===== config.mk =====
export PLATFORM = sky130hd
export DESIGN_NAME = iccm_dump_tx
export DESIGN_NICKNAME = d
export VERILOG_FILES = /design/src/rtl/iccm_dump_tx.sv
export SDC_FILE = /design/constraint.sdc
export NUM_CORES = 1
export LEC_CHECK = 0
export ABC_CLOCK_PERIOD_IN_PS = 3450
export BUFFER_PORTS_ARGS = -buffer_cell sky130_fd_sc_hd__buf_4
export CELL_PAD_IN_SITES_DETAIL_PLACEMENT = 0
export CELL_PAD_IN_SITES_GLOBAL_PLACEMENT = 1
export CORE_ASPECT_RATIO = 1.2
export CORE_MARGIN = 2
export CORE_UTILIZATION = 40
export DETAILED_ROUTE_END_ITERATION = 16
export PLACE_DENSITY = 0.84
export SKIP_CTS_REPAIR_TIMING = 1
export SYNTH_ARGS = -nofsm -noshare
export SYNTH_HDL_FRONTEND = slang
export SYNTH_SLANG_ARGS = --single-unit

===== constraint.sdc =====
create_clock -name clk_i -period 3.45 [get_ports clk_i]
set_input_delay 0.345 -clock clk_i [delete_from_list [all_inputs] [get_ports clk_i]]
set_output_delay 0.345 -clock clk_i [all_outputs]
set_load 0.02 [all_outputs]

===== src/rtl/iccm_dump_tx.sv =====
// -----------------------------------------------------------------------------
// iccm_dump_tx
//
// UART readback transmitter for ICCM. On an accepted start it reads
// word_count_i consecutive ICCM words beginning at base_addr_i. Each word is
// sent as four bytes, byte0 first. Each byte is framed 8N1, LSB first, and the
// line idles high. This block is used to verify an image that was downloaded
// through the programming path. It runs on the same clock as that path.
//
// Ports
//   clk_i           in   1       clock, rising edge
//   rst_ni          in   1       asynchronous active-low reset
//   start_i         in   1       start pulse, honoured only while busy_o=0
//   base_addr_i     in   ADDR_W  first word address, sampled on start
//   word_count_i    in   ADDR_W  number of words to send, sampled on start
//   clks_per_bit_i  in   16      baud divisor, sampled on start (clamped)
//   mem_req_o       out  1       one-cycle ICCM read strobe
//   mem_addr_o      out  ADDR_W  ICCM read address (valid with mem_req_o)
//   mem_rdata_i     in   DATA_W  ICCM read data, valid 1 cycle after mem_req_o
//   uart_tx_o       out  1       serial output
//   busy_o          out  1       dump in progress
//   done_o          out  1       one-cycle completion pulse
//
// Handshake: there is no back-pressure. A start is a single-cycle request.
// It is taken only in a cycle where busy_o=0. The ICCM read is fixed-latency:
// data is captured exactly one cycle after mem_req_o, with no ready signal.
// -----------------------------------------------------------------------------
module iccm_dump_tx #(
    parameter int ADDR_W  = 12,
    parameter int DATA_W  = 32,
    parameter int MIN_CPB = 4
) (
    input  logic              clk_i,
    input  logic              rst_ni,
    input  logic              start_i,
    input  logic [ADDR_W-1:0] base_addr_i,
    input  logic [ADDR_W-1:0] word_count_i,
    input  logic [15:0]       clks_per_bit_i,
    output logic              mem_req_o,
    output logic [ADDR_W-1:0] mem_addr_o,
    input  logic [DATA_W-1:0] mem_rdata_i,
    output logic              uart_tx_o,
    output logic              busy_o,
    output logic              done_o
);

    typedef enum logic [2:0] {
        S_IDLE  = 3'd0,
        S_READ  = 3'd1,
        S_WAIT  = 3'd2,
        S_START = 3'd3,
        S_DATA  = 3'd4,
        S_STOP  = 3'd5,
        S_DONE  = 3'd6
    } state_e;

    localparam logic [ADDR_W-1:0] ADDR_ONE  = ADDR_W'(1);
    localparam logic [ADDR_W-1:0] ADDR_ZERO = '0;
    localparam logic [15:0]       MIN_CPB_W = 16'(MIN_CPB);

    state_e              state_q,      state_d;
    logic [ADDR_W-1:0]   addr_q,       addr_d;
    logic [ADDR_W-1:0]   words_left_q, words_left_d;
    logic [15:0]         cpb_q,        cpb_d;
    logic [DATA_W-1:0]   word_q,       word_d;
    logic [1:0]          byte_idx_q,   byte_idx_d;
    logic [2:0]          bit_idx_q,    bit_idx_d;
    logic [15:0]         baud_cnt_q,   baud_cnt_d;

    // Last clock of the current bit period (START, DATA or STOP).
    logic bit_end;
    assign bit_end = (baud_cnt_q == (cpb_q - 16'd1));

    // The divisor is clamped when it is latched. The baud counter therefore
    // never sees a period shorter than MIN_CPB.
    logic [15:0] cpb_clamped;
    assign cpb_clamped = (clks_per_bit_i < MIN_CPB_W) ? MIN_CPB_W : clks_per_bit_i;

    assign mem_addr_o = addr_q;

    always_ff @(posedge clk_i or negedge rst_ni) begin
        if (!rst_ni) begin
            state_q      <= S_IDLE;
            addr_q       <= '0;
            words_left_q <= '0;
            cpb_q        <= MIN_CPB_W;
            word_q       <= '0;
            byte_idx_q   <= '0;
            bit_idx_q    <= '0;
            baud_cnt_q   <= '0;
        end else begin
            state_q      <= state_d;
            addr_q       <= addr_d;
            words_left_q <= words_left_d;
            cpb_q        <= cpb_d;
            word_q       <= word_d;
            byte_idx_q   <= byte_idx_d;
            bit_idx_q    <= bit_idx_d;
            baud_cnt_q   <= baud_cnt_d;
        end
    end

    // Outputs are decoded from the state register. Because of this, an
    // asynchronous reset returns the line to idle high without waiting for
    // a clock edge.
    always_comb begin
        state_d      = state_q;
        addr_d       = addr_q;
        words_left_d = words_left_q;
        cpb_d        = cpb_q;
        word_d       = word_q;
        byte_idx_d   = byte_idx_q;
        bit_idx_d    = bit_idx_q;
        baud_cnt_d   = baud_cnt_q;
        mem_req_o    = 1'b0;
        uart_tx_o    = 1'b1;
        busy_o       = 1'b0;
        done_o       = 1'b0;

        case (state_q)
            // DONE is not busy, so it accepts a new start exactly like IDLE.
            S_IDLE, S_DONE: begin
                done_o  = (state_q == S_DONE);
                state_d = S_IDLE;
                if (start_i) begin
                    if (word_count_i != ADDR_ZERO) begin
                        addr_d       = base_addr_i;
                        words_left_d = word_count_i;
                        cpb_d        = cpb_clamped;
                        state_d      = S_READ;
                    end else begin
                        state_d = S_DONE;
                    end
                end
            end

            S_READ: begin
                busy_o    = 1'b1;
                mem_req_o = 1'b1;
                state_d   = S_WAIT;
            end

            S_WAIT: begin
                busy_o     = 1'b1;
                word_d     = mem_rdata_i;
                byte_idx_d = 2'd0;
                bit_idx_d  = 3'd0;
                baud_cnt_d = 16'd0;
                state_d    = S_START;
            end

            S_START: begin
                busy_o    = 1'b1;
                uart_tx_o = 1'b0;
                if (bit_end) begin
                    baud_cnt_d = 16'd0;
                    bit_idx_d  = 3'd0;
                    state_d    = S_DATA;
                end else begin
                    baud_cnt_d = baud_cnt_q + 16'd1;
                end
            end

            S_DATA: begin
                busy_o    = 1'b1;
                uart_tx_o = word_q[{byte_idx_q, bit_idx_q}];
                if (bit_end) begin
                    baud_cnt_d = 16'd0;
                    if (bit_idx_q == 3'd7) begin
                        state_d = S_STOP;
                    end else begin
                        bit_idx_d = bit_idx_q + 3'd1;
                    end
                end else begin
                    baud_cnt_d = baud_cnt_q + 16'd1;
                end
            end

            S_STOP: begin
                busy_o    = 1'b1;
                uart_tx_o = 1'b1;
                if (bit_end) begin
                    baud_cnt_d = 16'd0;
                    if (byte_idx_q != 2'd3) begin
                        // The next byte's start bit follows immediately.
                        byte_idx_d = byte_idx_q + 2'd1;
                        state_d    = S_START;
                    end else begin
                        // The address wraps naturally at 2^ADDR_W.
                        words_left_d = words_left_q - ADDR_ONE;
                        addr_d       = addr_q + ADDR_ONE;
                        state_d      = (words_left_q == ADDR_ONE) ? S_DONE : S_READ;
                    end
                end else begin
                    baud_cnt_d = baud_cnt_q + 16'd1;
                end
            end

            default: begin
                state_d = S_IDLE;
            end
        endcase
    end

endmodule


==> impl_metrics.env, run 1 <==
export IMPL_fin_cells=913
export IMPL_layout_common_cells="nand2_1, buf_4, dfrtp_1"
export IMPL_grt_use_total_pct=20.1
export IMPL_antenna_found_initial=0
export IMPL_cts_max_path_buffers=2
export IMPL_clock_sinks=96
export IMPL_port_buffers=90
export IMPL_core_sq_um=14400
export IMPL_ys_ff_latch=96
export IMPL_gp_congestion=0.889
export IMPL_syn_area_sq_um=5880
export IMPL_fin_hold_ws_ns=-0.0194
export IMPL_grt_ovfl_total=0
export IMPL_synth_nets=735
export IMPL_dp_hpwl_mm=11.3
export IMPL_period_share_pct=94.4
export IMPL_slew_violations=0
export IMPL_yosys_most_used_dff="dfrtp_1"
export IMPL_routed_wl_mm=15.6
export IMPL_violations="hold timing"
export IMPL_fin_worst_skew_ns=0.00796
export IMPL_cap_violations=0
export IMPL_yosysSeqAreaShare_pct=40.9
export IMPL_final_common_cell="nand2_1"
export IMPL_cp_required_ns=3.67
export IMPL_critPathMaxFanout=7
export IMPL_cp_arrival_ns=3.48
export IMPL_root_buffer="clkbuf_16"
export IMPL_cp_end_kind="flip-flop"
export IMPL_clk_latency_ns=0.35
export IMPL_die_x_um=115
export IMPL_grt_first_pass_wirelength_mm=24.8
export IMPL_tightestPinTransition_ns=0.889
export IMPL_ys_warn_count=0
export IMPL_grt_pass1_vias=5108
export IMPL_synth_cells=651
export IMPL_grt_max_degree=46
export IMPL_ant_nets=0
export IMPL_syn_area_per_cell_sq_um=9.03
export IMPL_place_area_sq_um=6740
export IMPL_hp_class="primary input to async pin"
export IMPL_diodes=0
export IMPL_first_iter_violations=420
export IMPL_vias=5305
export IMPL_power_density_nw_per_um2=793
export IMPL_status="complete, but fails checks"
export IMPL_path_class="flip-flop to flip-flop"
export IMPL_cts_tree="built"
export IMPL_finalNetCount=817
export IMPL_fmax_mhz=307
export IMPL_dieArea_sq_um=15700
export IMPL_ir_worst_vdd_v=0.000401
export IMPL_power_leakage_nw=3.15
export IMPL_critPathLaunchType="flip-flop"
export IMPL_start_util_pct=41.0
export IMPL_post_route_cell_area_sq_um=7070
export IMPL_first_pass_iters=5
export IMPL_yosys_cell_types_count=70
export IMPL_post_route_min_period_ns=3.26
export IMPL_dp_cells=897
export IMPL_rsz0062_at_grt="false"
export IMPL_cts_buffers=9
export IMPL_rr_worst_depth=10
export IMPL_finalSetupTns_ns=0
export IMPL_drive_gt1_share_pct=23.6
export IMPL_setup_violations=0
export IMPL_hold_viol=43
export IMPL_die_h_um=137
export IMPL_rows=48
export IMPL_drcViolationCount=0
export IMPL_wl_per_cell_um=17.0
export IMPL_area_growth_synth_to_final_pct=20.2
export IMPL_synth_edf_count=0
export IMPL_async_flop_share_pct=100
export IMPL_relSlewSlack_pct=40.7
export IMPL_r2r_slack_ns=0.19
export IMPL_ctsHtreeMaxLevel=3
export IMPL_clk_pin_slew_ns=0.07
export IMPL_num_io_pins=91
export IMPL_viasPerCell=5.81
[flip-flops by register name, summed over array words and instances, names as in the netlist]
name / cells
state_q: 3
cpb_q: 16
mem_addr_o: 12
words_left_q: 12
word_q: 32
bit_idx_q: 3
baud_cnt_q: 16
byte_idx_q: 2
[critical path: stages, from the launching register on]
cell and delay (ns):
dfrtp_1 0.46, inv_1 0.08, ha_1 0.32, xor2_1 0.16, nand2_1 0.07, or4_4 0.49
nor4_4 0.37, and4b_1 0.45, nand3_1 0.30, nor3_2 0.30, a211oi_1 0.13
[kinds of logic after synthesis]
| family | Yosys count | synth area share (%) |
|---|---|---|
| xor+xnor | 17 | 2.53 |
| mux | 31 | 7.70 |
| flops | 96 | 40.9 |
| buf+inv | 46 | 3.49 |
| fa+ha+maj | 9 | 1.92 |
| simple gates | 317 | 27.8 |
| compound gates | 135 | 15.7 |
[power by group]
part	switching (mW)	internal [mW]	total, mW
Combinational	1.37	1.07	2.43
Clock	0.471	0.594	1.06
Sequential	0.523	1.58	2.11
Total	2.36	3.24	5.60
[Yosys cell counts, types with 15 or more instances]
master / count / share of area (%)
a21oi_1: 33 / 2.8
a31oi_1: 18 / 1.9
and3_1: 17 / 1.8
clkbuf_1: 25 / 1.6
dfrtp_1: 95 / 40
nand2_1: 132 / 8.4
nand2b_1: 15 / 1.6
nand3_1: 19 / 1.6
nor2_1: 40 / 2.6
nor3_1: 20 / 1.7
o21ai_0: 24 / 2.0
[worst paths after layout]
path,start,endpoint
max,cpb_q[0],mem_addr_o[7]
min,rst_ni,baud_cnt_q[7]
max reg2reg,cpb_q[0],mem_addr_o[7]
min reg2reg,word_q[17],word_q[17]
max in group asynchronous,rst_ni,cpb_q[2]
min in group clk_i,mem_rdata_i[27],word_q[27]
[stage by stage]
| step | total power, mW | setup slack [ns] | util, % |
|---|---|---|---|
| 4_1_cts | 5.61 | 0.00636 | 49.1 |
| 5_1_grt | 5.99 | 0.0348 | 49.2 |
| 6_report | 5.60 | 0.192 | 49.2 |
| 3_3_place_gp | 4.44 | 0.305 | 46.9 |
| 2_1_floorplan | 3.76 | 0.626 | - |
| 3_5_place_dp | 4.52 | 0.0312 | 46.9 |
[cell type report]
type                    count  area [sq um]
clock buffers              10           239
clock inverters             6          75.1
fillers                  1334          7290
inverters                  11          41.3
multi-input cells         509          3290
flip-flops and latches     96          2400
well taps                 175           219
repair buffers            106           796
[metal layers]
layer / global-route usage [%] / vias up / wire, um
met1: 24.7 / 2559 / 6410
met2: 33.6 / 166 / 7740
met4: 10.4 / 0 / 650
met3: 3.72 / 43 / 754
met5: 0 / - / 0
li1: - / 2537 / -
No activity file was read; power rests on OpenSTA's default activity.
==> inputs of run 2 (changes only) <==
Settings changed: CAP_MARGIN from default to 20, CORE_ASPECT_RATIO 1.2 to 0.9.
==> impl_metrics.env, run 2 (synthesized netlist as in run 1, its figures left out) <==
export IMPL_viasPerCell=5.70
export IMPL_gp_congestion=0.816
export IMPL_power_leakage_nw=3.13
export IMPL_cap_violations=0
export IMPL_num_io_pins=91
export IMPL_tightestPinTransition_ns=0.963
export IMPL_power_density_nw_per_um2=785
export IMPL_postLayoutSetupSlackWorst_ns=0.269
export IMPL_hold_viol=0
export IMPL_cts_tree="built"
export IMPL_antenna_found_initial=0
export IMPL_slew_violations=0
export IMPL_setup_violations=0
export IMPL_final_common_cell="nand2_1"
export IMPL_fmax_mhz=314
export IMPL_path_class="flip-flop to flip-flop"
export IMPL_wl_per_cell_um=17.4
export IMPL_cp_arrival_ns=3.41
export IMPL_ctsHtreeMaxLevel=3
export IMPL_final_util_pct=48.5
export IMPL_routed_wl_mm=16.3
export IMPL_start_util_pct=40.4
export IMPL_cp_end_kind="flip-flop"
export IMPL_dieArea_sq_um=15700
export IMPL_dp_hpwl_mm=11.7
export IMPL_finalNetCount=817
export IMPL_drive_gt1_share_pct=23.4
export IMPL_relSlewSlack_pct=35.8
export IMPL_rows=42
export IMPL_clock_sinks=96
export IMPL_crit_family="simple AND/OR/NAND/NOR gates"
export IMPL_critPathMaxFanout=10
export IMPL_hp_class="primary input to async pin"
export IMPL_first_iter_violations=430
export IMPL_cts_max_path_buffers=2
export IMPL_cp_slowest_cell="or4_4"
export IMPL_first_pass_iters=5
export IMPL_clk_latency_ns=0.36
export IMPL_area_growth_synth_to_final_pct=20.1
export IMPL_regMostFlops="word_q"
export IMPL_largest_reg_flops=32
export IMPL_fillerInstances=1380
export IMPL_grt_first_pass_wirelength_mm=27.0
export IMPL_grt_ovfl_total=0
export IMPL_drcViolationCount=0
export IMPL_grt_max_degree=72
export IMPL_port_buffers=90
export IMPL_grt_use_total_pct=21.4
export IMPL_place_area_sq_um=6760
export IMPL_cts_buffers=9
export IMPL_cp_required_ns=3.67
export IMPL_cp_num_buf_inv=1
export IMPL_path_cells="inv_1 -> ha_1 -> xor2_1 -> nand2_1 -> or4_4 -> nor4_4 -> nand4b_2 -> nor3_4 -> and3_1 -> a311oi_1"
export IMPL_pre_cts_slack_ns=0.206
export IMPL_finalSetupTns_ns=0
export IMPL_period_share_pct=92.2
export IMPL_clk_pin_slew_ns=0.08
export IMPL_core_sq_um=14600
export IMPL_layout_common_cells="nand2_1, buf_4, dfrtp_1"
export IMPL_cpPeakStageDelay_ns=0.49
export IMPL_post_route_cell_area_sq_um=7060
export IMPL_diodes=0
export IMPL_die_x_um=132
export IMPL_root_buffer="clkbuf_16"
export IMPL_status="finished clean"
export IMPL_post_route_min_period_ns=3.18
export IMPL_critPathLaunchType="flip-flop"
export IMPL_rsz0062_at_grt="false"
export IMPL_vias=5335
export IMPL_ant_nets=0
export IMPL_reg_top3="word_q: 32 flops, baud_cnt_q: 16 flops, cpb_q: 16 flops"
export IMPL_fin_worst_skew_ns=0.0107
export IMPL_grt_pass1_vias=5357
export IMPL_ir_worst_vdd_v=0.000454
export IMPL_die_h_um=119
## run 2: cell count changes in the layout (fill, tap and decap cells not counted), sizes merged
| cell | change |
|---|---|
| bufinv | -1 |
| clkinvlp | +2 |
| clkinv | -1 |
## run 2: worst reg2reg max path, cell delays in order, from the launching register on
cell and delay [ns]:
dfrtp_1 0.45, inv_1 0.07, ha_1 0.31, xor2_1 0.15, nand2_1 0.06, or4_4 0.49, nor4_4 0.39, nand4b_2 0.29
nor3_4 0.47, and3_1 0.27, a311oi_1 0.10
## run 2: area by class of cell
class                   instances  area [sq um]  share of cell area [%]
flip-flops and latches         96          2400                    34.0
clock buffers                  10           229                    3.24
clock inverters                 6          51.3                   0.727
well taps                     198           248                    3.51
multi-input cells             509          3290                    46.6
inverters                      11          41.3                   0.585
repair buffers                106           796                    11.3
## run 2: layer usage
layer | up-vias | track usage, % | routed length [um]
li1 | 2533 | - | -
met1 | 2602 | 29.9 | 7650
met2 | 175 | 32.7 | 7390
met3 | 25 | 5.75 | 936
met4 | 0 | 6.18 | 278
met5 | - | 0 | 0
## run 2: through the flow
stage	power, mW	std cells	hold slack (ns)
floorplan	3.76	651	0.0494
global placement	4.43	920	0.452
detailed placement	4.53	920	0.458
CTS	5.53	936	0.161
global route	5.95	936	0.173
finish	5.54	936	0.117
## run 2: report_power, final
part	leakage [nW]	internal, mW	switching [mW]
logic	1.81	1.06	1.37
clock network	0.128	0.500	0.484
registers	1.18	1.58	0.547
total	3.13	3.15	2.40
## run 2: path summary, 6_finish.rpt
| kind | start | slack (ns) | depth (start not counted) | endpoint |
|---|---|---|---|---|
| max | cpb_q[0] | 0.27 | 10 | mem_addr_o[10] |
| min | rst_ni | 0.12 | 1 | cpb_q[5] |
| max reg2reg | cpb_q[0] | 0.27 | 10 | mem_addr_o[10] |
| min reg2reg | word_q[2] | 0.47 | 2 | word_q[2] |
| max in group asynchronous | rst_ni | 2.58 | 2 | baud_cnt_q[10] |
| min in group clk_i | mem_rdata_i[19] | 0.17 | 3 | word_q[19] |
==> inputs of run 3 (changes only) <==
Settings changed: ABC_CLOCK_PERIOD_IN_PS 3450 to 2800, CORE_UTILIZATION 40 to 39, PLACE_DENSITY 0.84 to 0.85.
Clock period 3.45 ns to 2.8 ns, I/O delays scaled along.
==> impl_metrics.env, run 3 (synthesized netlist as in run 1, its figures left out) <==
export IMPL_status="complete, but fails checks"
export IMPL_violations="setup timing"
export IMPL_cp_end_kind="flip-flop"
export IMPL_cts_tree="built"
export IMPL_path_cells="nor4_4 -> a21oi_2 -> or4_4 -> nor4_4 -> buf_4 -> nand2_4 -> or3_1 -> buf_6 -> a21oi_4 -> a22o_1"
export IMPL_dp_hpwl_mm=11.9
export IMPL_wl_per_cell_um=17.1
export IMPL_regMostFlops="word_q"
export IMPL_clk_pin_slew_ns=0.08
export IMPL_grt_max_degree=36
export IMPL_cts_buffers=9
export IMPL_period_share_pct=102
export IMPL_drcViolationCount=0
export IMPL_drive_gt1_share_pct=35.4
export IMPL_fin_hold_ws_ns=0.0965
export IMPL_fin_worst_skew_ns=0.0115
export IMPL_path_class="flip-flop to flip-flop"
export IMPL_core_sq_um=14700
export IMPL_power_leakage_nw=3.55
export IMPL_grt_ovfl_total=0
export IMPL_dp_cells=962
export IMPL_slew_violations=0
export IMPL_clock_sinks=96
export IMPL_reg_top3="word_q: 32 flops, baud_cnt_q: 16 flops, cpb_q: 16 flops"
export IMPL_total_power_mw=7.60
export IMPL_worstReg2RegEnd="mem_addr_o[11]"
export IMPL_cp_arrival_ns=3.17
export IMPL_die_x_um=133
export IMPL_first_pass_iters=5
export IMPL_power_density_nw_per_um2=950
export IMPL_finalNetCount=878
export IMPL_vias=5622
export IMPL_antenna_found_initial=0
export IMPL_relSlewSlack_pct=53.0
export IMPL_cpPeakStageDelay_ns=0.55
export IMPL_hold_path_endpoint="word_q[15]"
export IMPL_final_common_cell="buf_4"
export IMPL_first_iter_violations=451
export IMPL_start_util_pct=40.0
export IMPL_hold_viol=0
export IMPL_area_growth_synth_to_final_pct=36.2
export IMPL_grt_use_total_pct=20.9
export IMPL_post_route_min_period_ns=2.86
export IMPL_viasPerCell=5.64
export IMPL_cp_required_ns=3.11
export IMPL_final_util_pct=54.4
export IMPL_ctsHtreeMaxLevel=3
export IMPL_postLayoutSetupSlackWorst_ns=-0.0619
export IMPL_cp_slowest_cell="or4_4"
export IMPL_root_buffer="clkbuf_16"
export IMPL_die_h_um=120
export IMPL_tightestPinTransition_ns=0.703
export IMPL_rsz0062_at_grt="true"
export IMPL_ant_nets=0
export IMPL_fillerInstances=1324
export IMPL_clk_latency_ns=0.37
export IMPL_critPathMaxFanout=8
export IMPL_setup_violations=20
export IMPL_min_path_cells=3
export IMPL_fin_cells=997
export IMPL_grt_first_pass_wirelength_mm=26.9
export IMPL_r2r_start="cpb_q[8]"
export IMPL_cap_violations=0
export IMPL_critPathLaunchType="flip-flop"
export IMPL_fmax_mhz=349
export IMPL_diodes=0
export IMPL_ir_worst_vdd_v=0.000440
export IMPL_grt_pass1_vias=5471
export IMPL_largest_reg_flops=32
export IMPL_path_common_cell="nor4_4"
export IMPL_hp_class="primary input to flip-flop"
export IMPL_routed_wl_mm=17.1
export IMPL_r2r_slack_ns=-0.06
export IMPL_gp_congestion=0.907
export IMPL_post_route_cell_area_sq_um=8010
export IMPL_num_io_pins=91
export IMPL_layout_common_cells="buf_4, nand2_1, dfrtp_1"
export IMPL_cts_max_path_buffers=2
export IMPL_place_area_sq_um=7100
export IMPL_rows=42
export IMPL_min_delay_start="mem_rdata_i[15]"
export IMPL_dieArea_sq_um=16100
export IMPL_rr_worst_depth=10
export IMPL_port_buffers=90
[run 3: changes by cell type in the layout (fill, tap and decap cells not counted), moves of 4 or more]
cell,previous run,this run
a21oi_1,33,22
a21oi_2,1,12
a311oi_1,11,6
a311oi_2,0,4
buf_4,106,149
buf_6,0,12
inv_8,1,5
nor3_1,19,14
nor4_1,14,10
o21ai_0,23,19
[run 3: routing by layer]
layer	share of wire, %	vias to the layer above	routed length (um)	GRT usage [%]
met5	0	-	0	0
li1	-	2664	-	-
met3	5.2	24	891	4.57
met1	44	2746	7530	27.8
met4	1.4	0	235	5.85
met2	49	188	8430	34.6
[run 3: per-stage QoR]
| step | TNS [ns] | setup slack [ns] |
|---|---|---|
| finish | -0.553 | -0.0619 |
| global route | -4.82 | -0.204 |
| CTS | -4.22 | -0.177 |
| detailed placement | -2.11 | -0.119 |
| global placement | -0.0104 | -0.00460 |
| floorplan | 0 | 0.0235 |
[run 3: worst max path at each step]
stage	start	end	slack, ns	depth (start not counted)
final	cpb_q[8]	mem_addr_o[11]	-0.06	10
after global routing	cpb_q[3]	mem_addr_o[10]	-0.20	11
after CTS	cpb_q[1]	bit_idx_q[0]	-0.18	14
after detailed placement	cpb_q[1]	bit_idx_q[0]	-0.12	13
after global placement	cpb_q[1]	words_left_q[10]	-0.005	12
after floorplan	cpb_q[0]	words_left_q[10]	0.02	11
[run 3: worst max-delay path: cells and delay by family, from the launching register on]
kind	cells	cell delay, ns
flops	1	0.41
compound gates	3	0.52
buf+inv	2	0.34
simple gates	5	1.54
[run 3: report_power, final]
group | leakage [nW] | internal, mW | switching, mW | total (mW)
Clock | 0.153 | 0.650 | 0.644 | 1.29
Sequential | 1.18 | 1.95 | 0.557 | 2.51
Combinational | 2.22 | 1.72 | 2.08 | 3.80
Total | 3.55 | 4.32 | 3.28 | 7.60
[run 3: area by class of cell]
class	count	area [sq um]	area share, %
inverters	11	41.3	0.516
clock buffers	9	225	2.81
multi-input cells	510	3650	45.6
clock inverters	7	81.3	1.02
well taps	198	248	3.09
repair buffers	166	1350	16.8
flip-flops and latches	96	2410	30.1
